### src/rtl/uart_rx_pkg.sv
// Shared types and constants for the UART receive path.
// No logic here; latency and backpressure do not apply.
package uart_rx_pkg;

    typedef enum logic [2:0] {
        IDLE   = 3'd0,
        START  = 3'd1,
        DATA   = 3'd2,
        PARITY = 3'd3,
        STOP   = 3'd4
    } state_t;

    localparam int START_IDX      = 0;
    localparam int DATA_FIRST_IDX = 1;

    localparam int PRESCALE_8  = 8;
    localparam int PRESCALE_16 = 16;
    localparam int PRESCALE_32 = 32;

    localparam logic PAR_EVEN = 1'b0;
    localparam logic PAR_ODD  = 1'b1;

endpackage

### src/rtl/uart_rx_par_chk.sv
// Expected parity bit for the received word under even/odd parity.
// Purely combinational, zero latency; no flow control.
module uart_rx_par_chk #(
    parameter int DATA_WIDTH = 8
) (
    input  logic [DATA_WIDTH-1:0] data,
    input  logic                  par_typ,
    output logic                  exp_par
);

    assign exp_par = (^data) ^ par_typ;

endmodule

### src/rtl/uart_rx_ctrl.sv
// UART receive frame controller: tracks frame position, assembles the word, checks start/parity/stop.
// P_DATA/DATA_VALID one cycle after the stop-bit end; no backpressure, DATA_VALID is a strobe.
module uart_rx_ctrl
    import uart_rx_pkg::*;
#(
    parameter int WIDTH      = 7,
    parameter int DATA_WIDTH = 8
) (
    input  logic                  CLK,
    input  logic                  RST,
    input  logic                  RX_IN,
    input  logic                  PAR_EN,
    input  logic                  PAR_TYP,
    input  logic [WIDTH-2:0]      PRESCALE,
    input  logic [3:0]            BIT_CNT,
    input  logic [WIDTH-1:0]      EDGE_CNT,
    input  logic                  SAMPLED_BIT,
    output logic                  EDGE_BIT_EN,
    output logic                  DAT_SAMP_EN,
    output logic [DATA_WIDTH-1:0] P_DATA,
    output logic                  DATA_VALID,
    output logic                  PAR_ERR,
    output logic                  STP_ERR,
    output logic                  STRT_GLITCH,
    output logic                  BUSY
);

    state_t                  state;
    logic [DATA_WIDTH-1:0]   shreg;
    logic                    par_en_q;
    logic                    par_typ_q;
    logic [WIDTH-1:0]        presc_m1;
    logic                    bit_end;
    logic                    exp_par;
    logic [3:0]              max_idx;
    logic                    bit_over;

    localparam logic [3:0] LAST_DATA_IDX = 4'(DATA_FIRST_IDX + DATA_WIDTH - 1);

    assign presc_m1    = {1'b0, PRESCALE} - WIDTH'(1);
    assign bit_end     = (state != IDLE) && (EDGE_CNT == presc_m1);
    assign BUSY        = (state != IDLE);
    assign EDGE_BIT_EN = BUSY;
    assign DAT_SAMP_EN = BUSY;

    uart_rx_par_chk #(.DATA_WIDTH(DATA_WIDTH)) u_par_chk (
        .data    (shreg),
        .par_typ (par_typ_q),
        .exp_par (exp_par)
    );

    // Highest bit index the counter may legally show in each state.
    always_comb begin
        max_idx = 4'(START_IDX);
        case (state)
            DATA:    max_idx = LAST_DATA_IDX;
            PARITY:  max_idx = LAST_DATA_IDX + 4'd1;
            STOP:    max_idx = LAST_DATA_IDX + 4'd1 + {3'b000, par_en_q};
            default: max_idx = 4'(START_IDX);
        endcase
    end

    assign bit_over = (state != IDLE) && (BIT_CNT > max_idx);

    always_ff @(posedge CLK or negedge RST) begin
        if (!RST) begin
            state       <= IDLE;
            shreg       <= '0;
            par_en_q    <= 1'b0;
            par_typ_q   <= 1'b0;
            P_DATA      <= '0;
            DATA_VALID  <= 1'b0;
            PAR_ERR     <= 1'b0;
            STP_ERR     <= 1'b0;
            STRT_GLITCH <= 1'b0;
        end else begin
            DATA_VALID  <= 1'b0;
            STRT_GLITCH <= 1'b0;
            if (bit_over) begin
                state <= IDLE;
            end else begin
                case (state)
                    IDLE: begin
                        if (!RX_IN) begin
                            state     <= START;
                            par_en_q  <= PAR_EN;
                            par_typ_q <= PAR_TYP;
                            PAR_ERR   <= 1'b0;
                            STP_ERR   <= 1'b0;
                        end
                    end
                    START: begin
                        if (bit_end) begin
                            if (SAMPLED_BIT) begin
                                STRT_GLITCH <= 1'b1;
                                state       <= IDLE;
                            end else begin
                                state <= DATA;
                            end
                        end
                    end
                    DATA: begin
                        if (bit_end) begin
                            // LSB arrives first, so shifting right leaves it in bit 0.
                            shreg <= {SAMPLED_BIT, shreg[DATA_WIDTH-1:1]};
                            if (BIT_CNT == LAST_DATA_IDX) begin
                                state <= par_en_q ? PARITY : STOP;
                            end
                        end
                    end
                    PARITY: begin
                        if (bit_end) begin
                            PAR_ERR <= (SAMPLED_BIT != exp_par);
                            state   <= STOP;
                        end
                    end
                    STOP: begin
                        if (bit_end) begin
                            STP_ERR <= ~SAMPLED_BIT;
                            if (SAMPLED_BIT && !PAR_ERR) begin
                                P_DATA     <= shreg;
                                DATA_VALID <= 1'b1;
                            end
                            state <= IDLE;
                        end
                    end
                    default: state <= IDLE;
                endcase
            end
        end
    end

endmodule
### config.mk
export PLATFORM = sky130hd
export DESIGN_NAME = uart_rx_ctrl
export DESIGN_NICKNAME = d
export VERILOG_FILES = /design/src/rtl/uart_rx_pkg.sv /design/src/rtl/uart_rx_par_chk.sv /design/src/rtl/uart_rx_ctrl.sv
export SDC_FILE = /design/constraint.sdc
export NUM_CORES = 1
export LEC_CHECK = 0
export CAP_MARGIN = 10
export CORE_AREA = 4 4 70 85
export CTS_CLUSTER_DIAMETER = 150
export DETAILED_ROUTE_END_ITERATION = 10
export DIE_AREA = 0 0 74 89
export GPL_TIMING_DRIVEN = 0
export PLACE_DENSITY = 0.66
export SLEW_MARGIN = 20
export SYNTH_ARGS = -nofsm -noshare
export SYNTH_HDL_FRONTEND = slang
export SYNTH_SLANG_ARGS = --single-unit
### constraint.sdc
create_clock -name CLK -period 2.7 [get_ports CLK]
set_clock_uncertainty 0.05 [all_clocks]
set_input_delay 0.54 -clock CLK [delete_from_list [all_inputs] [get_ports CLK]]
set_output_delay 0.54 -clock CLK [all_outputs]
set_load 0.03 [all_outputs]
Word level (Yosys, flattened, before mapping)
Cells that the tools add are included.
{ "word_totals": {"register_bits": 25, "elab_cells": 71} }
{ "op_classes": {"reduce_logical": 15, "n_addsub": 2, "bitwise": 4, "mux": 24, "eq_ne": 16, "order_cmp": 1} }
{ "ops": {"columns": ["cell", "n"], "rows": [
  ["2-to-1 mux 3 bit", 8],
  ["!= test 3 bit, second input constant", 6],
  ["one-hot mux 3 bit (5 select lines)", 1],
  ["one-hot mux 4 bit (3 select lines)", 1],
  ["AND reduction 4 bit", 3],
  ["2-to-1 mux 1 bit", 11],
  ["XOR reduction 8 bit", 1],
  ["== test 7 bit", 1],
  ["subtractor 6 x 1 -> 7 bit, second input constant", 1],
  ["== test 3 x 2 -> 1 bit, second input constant", 2],
  ["!= test 2 bit, second input constant", 3],
  ["AND reduction 3 bit", 2],
  ["AND reduction 6 bit", 1],
  ["adder 4 x 1 -> 4 bit, first input constant", 1],
  ["== test 4 bit, second input constant", 1],
  ["> comparator 4 bit", 1],
  ["one-hot mux 1 bit (2 select lines)", 2],
  ["nonzero test 2 bit", 2],
  ["== test 3 x 1 -> 1 bit, second input constant", 1],
  ["== test 3 bit, second input constant", 1],
  ["logical AND 1 bit", 3],
  ["logical NOT 3 bit", 1],
  ["inverter 1 bit", 3],
  ["nonzero test 3 bit", 1],
  ["4 further kinds", 4]
]} }

Depth between registers and ports, before layout
{ "logic_depth": {"ltp_word": 6, "depth_mapped": 11, "mapped_depth_nobuf": 10} }

Modules after synthesis
From an unflattened synthesis, not the netlist that was laid out.
{ "unflattened": {"cells_unflattened": 135, "area_unflattened_um2": 1516.5} }
{ "modules_own_cells": {"columns": ["module", "seq_area_each_um2", "area_per_inst_um2", "instances", "cells_each"], "rows": [
  ["uart_rx_ctrl", 625.6, 1433.9, 1, 128],
  ["uart_rx_par_chk", 0.0, 82.6, 1, 7]
]} }

Worst setup path after synthesis
Ideal clock, no wire load.
{ "synth_path": {"kind": "input -> register", "startpoint": "input port PRESCALE[1]", "endpoint": "register shreg[7]", "n_path_buf": 1, "t_arrival_ns": 2.846, "stages": 7, "setup_time_ns": 0.125, "path_slack_ns": -0.321, "path_cell_list": "or4_1 > or3_1 > a2111oi_1 > o211ai_1 > buf_6 > nor4b_4 > mux2_2"} }
{ "synth_between": {"elab_chain_cells": 4} }
{ "synth_lines": {"columns": ["item", "line_no", "source"], "rows": [
  ["start, declared", "uart_rx_ctrl.sv:14", "input logic [WIDTH-2:0] PRESCALE,"],
  ["subtractor 6 x 1 -> 7 bit", "uart_rx_ctrl.sv:40", "assign presc_m1 = {1'b0, PRESCALE} - WIDTH'(1);"],
  ["== test 7 bit", "uart_rx_ctrl.sv:41", "assign bit_end = (state != IDLE) && (EDGE_CNT == presc_m1);"],
  ["logical AND 1 bit", "uart_rx_ctrl.sv:41", null],
  ["AND reduction 3 bit (no source line)", null, null],
  ["end signal, assigned", "uart_rx_ctrl.sv:105", "shreg <= {SAMPLED_BIT, shreg[DATA_WIDTH-1:1]};"],
  ["end, declared", "uart_rx_ctrl.sv:29", "logic [DATA_WIDTH-1:0] shreg;"]
]} }
No other way between the ends.
A chain may end at the register's enable or synchronous reset.

Worst setup path after layout
{ "layout_path": {"startpoint": "input port PRESCALE[3]", "endpoint": "register shreg[2]"} }
The elaborated chain is that of the path after synthesis.

==> results_dict.tcl <==
set metrics [dict create \
    syn_area_mm2 0.001491 \
    antenna_left 0 \
    grt_pass1_wl_um 5899 \
    ys_ff_latch 25 \
    first_global_vias 1321 \
    ys_async_sr_fraction_pct 100.0 \
    violations "setup timing" \
    syn-num-nets 168 \
    place_inst 240 \
    start_util_pct 28.74 \
    slowest_stage "or4_4" \
    holdBufCountCts 0 \
    critPathKind "primary input to flop" \
    synth_edf_count 0 \
    cp_top_family "simple AND/OR/NAND/NOR gates" \
    drtPass1Iterations 2 \
    cts.clk_slew.worst_paths_ps 90 \
    root_buffer "clkbuf_8" \
    slew_headroom_pct 56.33 \
    path_cells "buf_8 -> or4_4 -> or3_4 -> a2111oi_4 -> o211ai_1 -> buf_6 -> nor4b_4 -> buf_6 -> mux2_4" \
    setup_slack_ps -120.4 \
    startpoint_type "primary input" \
    nets 222 \
    drc 0 \
    stdcell_area_mm2 0.002257 \
    num_vias 1246 \
    antennaDiodeCount 0 \
    core-area_mm2 0.005189 \
    wl_um 3527 \
    grt-ovfl-total 0 \
    synth.avg_cell_area_um2 10.58 \
    vdd_drop_max_mv 0.3272 \
    clk_path_buf_depth 2 \
    drt_iter0_markers 19 \
    synth.distinct_cells 39 \
    synth-main-ff-cell "dfrtp_1" \
    timing.fmax_mhz 354.6 \
    worst_pin_slew_ps 649.1 \
    clock_latency_ps 270 \
    cp.required_ps 2800 \
    dp_slack_ps -1019 \
    crit_path_end_kind "flop" \
    h-tree-depth 1 \
    outcome "finished, violations left" \
    cts_buffers 3 \
    ys_seq_area_share_pct 41.95 \
    avgRoutedWirePerCell_um 13.78 \
    worstHoldPathType "primary input to asynchronous set/reset pin" \
    finalMaxSlewViolations 0 \
    fp.dieArea_mm2 0.006586 \
    drive_gt1_share_pct 34.54 \
    num_rows 29 \
    syn_inst 141 \
    cts.sinks 25 \
    antenna_found_initial 0 \
    layout_min_cycle_time_ps 2820 \
    grt_max_degree 26 \
    synth_warnings 0 \
    period_share_pct 104.5 \
    io_pins 38 \
    cts_tree "done" \
    viasPerCell 4.867 \
    power.density_mw_per_mm2 627.1 \
    synth_top_area_share_pct 41.95 \
    hold_viol_final 0 \
    grt_use_total_pct 11.24 \
    rsz0062_at_grt "true" \
    synth.area.top_cells "dfrtp_1, mux2_2, xnor2_1" \
    p_leak_nw 0.9717 \
    place_congestion 0.8235 \
    drv_cap 0 \
    path_max_fanout 8 \
    max_stage_delay_ps 520 \
    worstPathArrival_ps 2920 \
    die_x_um 74 \
    io_buffers 37 \
    synth_area_leader_cell "dfrtp_1" \
    die_h_um 89 \
    dp_hpwl_um 2416 \
    crit_top_cell "buf_6" \
    syn_to_final_growth_pct 51.34 \
    setup_viol 19 \
    place_area_mm2 0.001958 \
    stdcell_count 256 \
    critPathBufInv 3 \
]
[registers in the layout, indices dropped and copies added, names as in the netlist]
register and cells:
DATA_VALID 1, PAR_ERR 1, P_DATA 8, STP_ERR 1, STRT_GLITCH 1, par_en_q 1, par_typ_q 1, shreg 8
state 3
[report_power, final]
group / switching [mW] / internal [mW] / total, mW
Combinational: 0.382 / 0.353 / 0.734
Sequential: 0.0490 / 0.413 / 0.462
Clock: 0.115 / 0.105 / 0.220
[synth_stat cells, types with 3 or more instances]
library cell	count
ha_1	4
inv_1	6
or3_1	3
nand2_1	10
dfrtp_1	25
nor3_1	4
nand3_1	3
o21ai_0	6
mux2_2	19
nor2_1	7
xnor2_1	14
nor4_1	3
[placed cells by master (no fill, tap or decap), drive strengths merged, types with 3 or more instances in the layout]
| master | Yosys | final |
|---|---|---|
| clkdlybuf4s50 | 0 | 30 |
| dfrtp | 25 | 25 |
| buf | 5 | 22 |
| mux2 | 19 | 19 |
| xnor2 | 14 | 14 |
| nand2 | 10 | 10 |
| nor2 | 7 | 7 |
| inv | 6 | 6 |
| o21ai | 6 | 6 |
| clkbuf | 1 | 5 |
| ha | 4 | 4 |
| nor3 | 4 | 4 |
| nor4 | 3 | 3 |
| nand3 | 3 | 3 |
| and3 | 3 | 3 |
| or3 | 3 | 3 |
[final timing paths]
path / slack (ps) / from / cells past startpoint / endpoint
max in group asynchronous: 2000 / RST / 1 / state[1]
worst max register to register: 30 / state[1] / 9 / PAR_ERR
min in group CLK: 460 / P_DATA[2] / 1 / P_DATA[2]
worst min-delay path: 200 / RST / 1 / P_DATA[4]
worst min register to register: 460 / P_DATA[2] / 1 / P_DATA[2]
worst max-delay path: -120 / PRESCALE[3] / 9 / shreg[2]
[what timing repair did]
item                       in CTS  in global routing
setup endpoints to repair      25                 24
resized for setup              41                 15
buffers inserted               10                  3
pin swaps                       8                  8
cloned                          0                  0
hold endpoints to repair        0                  0
[worst reg2reg max path, delay by kind of cell (launching register included)]
kind | cells | cell delay, ps
flip-flops | 1 | 500
adder cells (fa/ha/maj) | 1 | 200
AO/OA/AOI/OAI | 3 | 530
AND/OR/NAND/NOR | 5 | 1340
[routing by layer]
metal / GRT usage (%) / vias up / routed length, um
met2: 19.35 / 21 / 1780
met5: 0 / - / 0
met4: 2.965 / 0 / 45
met3: 2.587 / 6 / 136
met1: 14.05 / 609 / 1564
li1: - / 610 / -
[through the flow]
stage                     hold WS (ps)  util, %  total power, mW  setup TNS [ps]
after floorplan                  194.4        -           0.8681           -3354
after global placement           440.5    37.83            1.047          -17050
after detailed placement         445.9    37.74            1.054          -17260
after CTS                        215.2    41.89            1.365           -1688
after global routing             232.3    43.50            1.511           -2252
final                            198.6    43.50            1.416           -1092
[logic make-up after synthesis]
| group | share of synthesized area [%] |
|---|---|
| AO/OA/AOI/OAI | 8.474 |
| XOR/XNOR | 9.396 |
| adder cells (fa/ha/maj) | 3.356 |
| buffers and inverters | 4.445 |
| flip-flops | 41.95 |
| multiplexers | 14.35 |
| AND/OR/NAND/NOR | 18.04 |
[cell type report]
class	count	area, um^2
sequential	25	628.1
fill	492	2932
timing repair buffer	50	471.7
buffer	5	48.80
clock buffer	4	45.04
multi-input combinational	103	954.7
inverter	7	31.28
tap	62	77.57
Note: power is estimated with default switching activity, not from simulation.
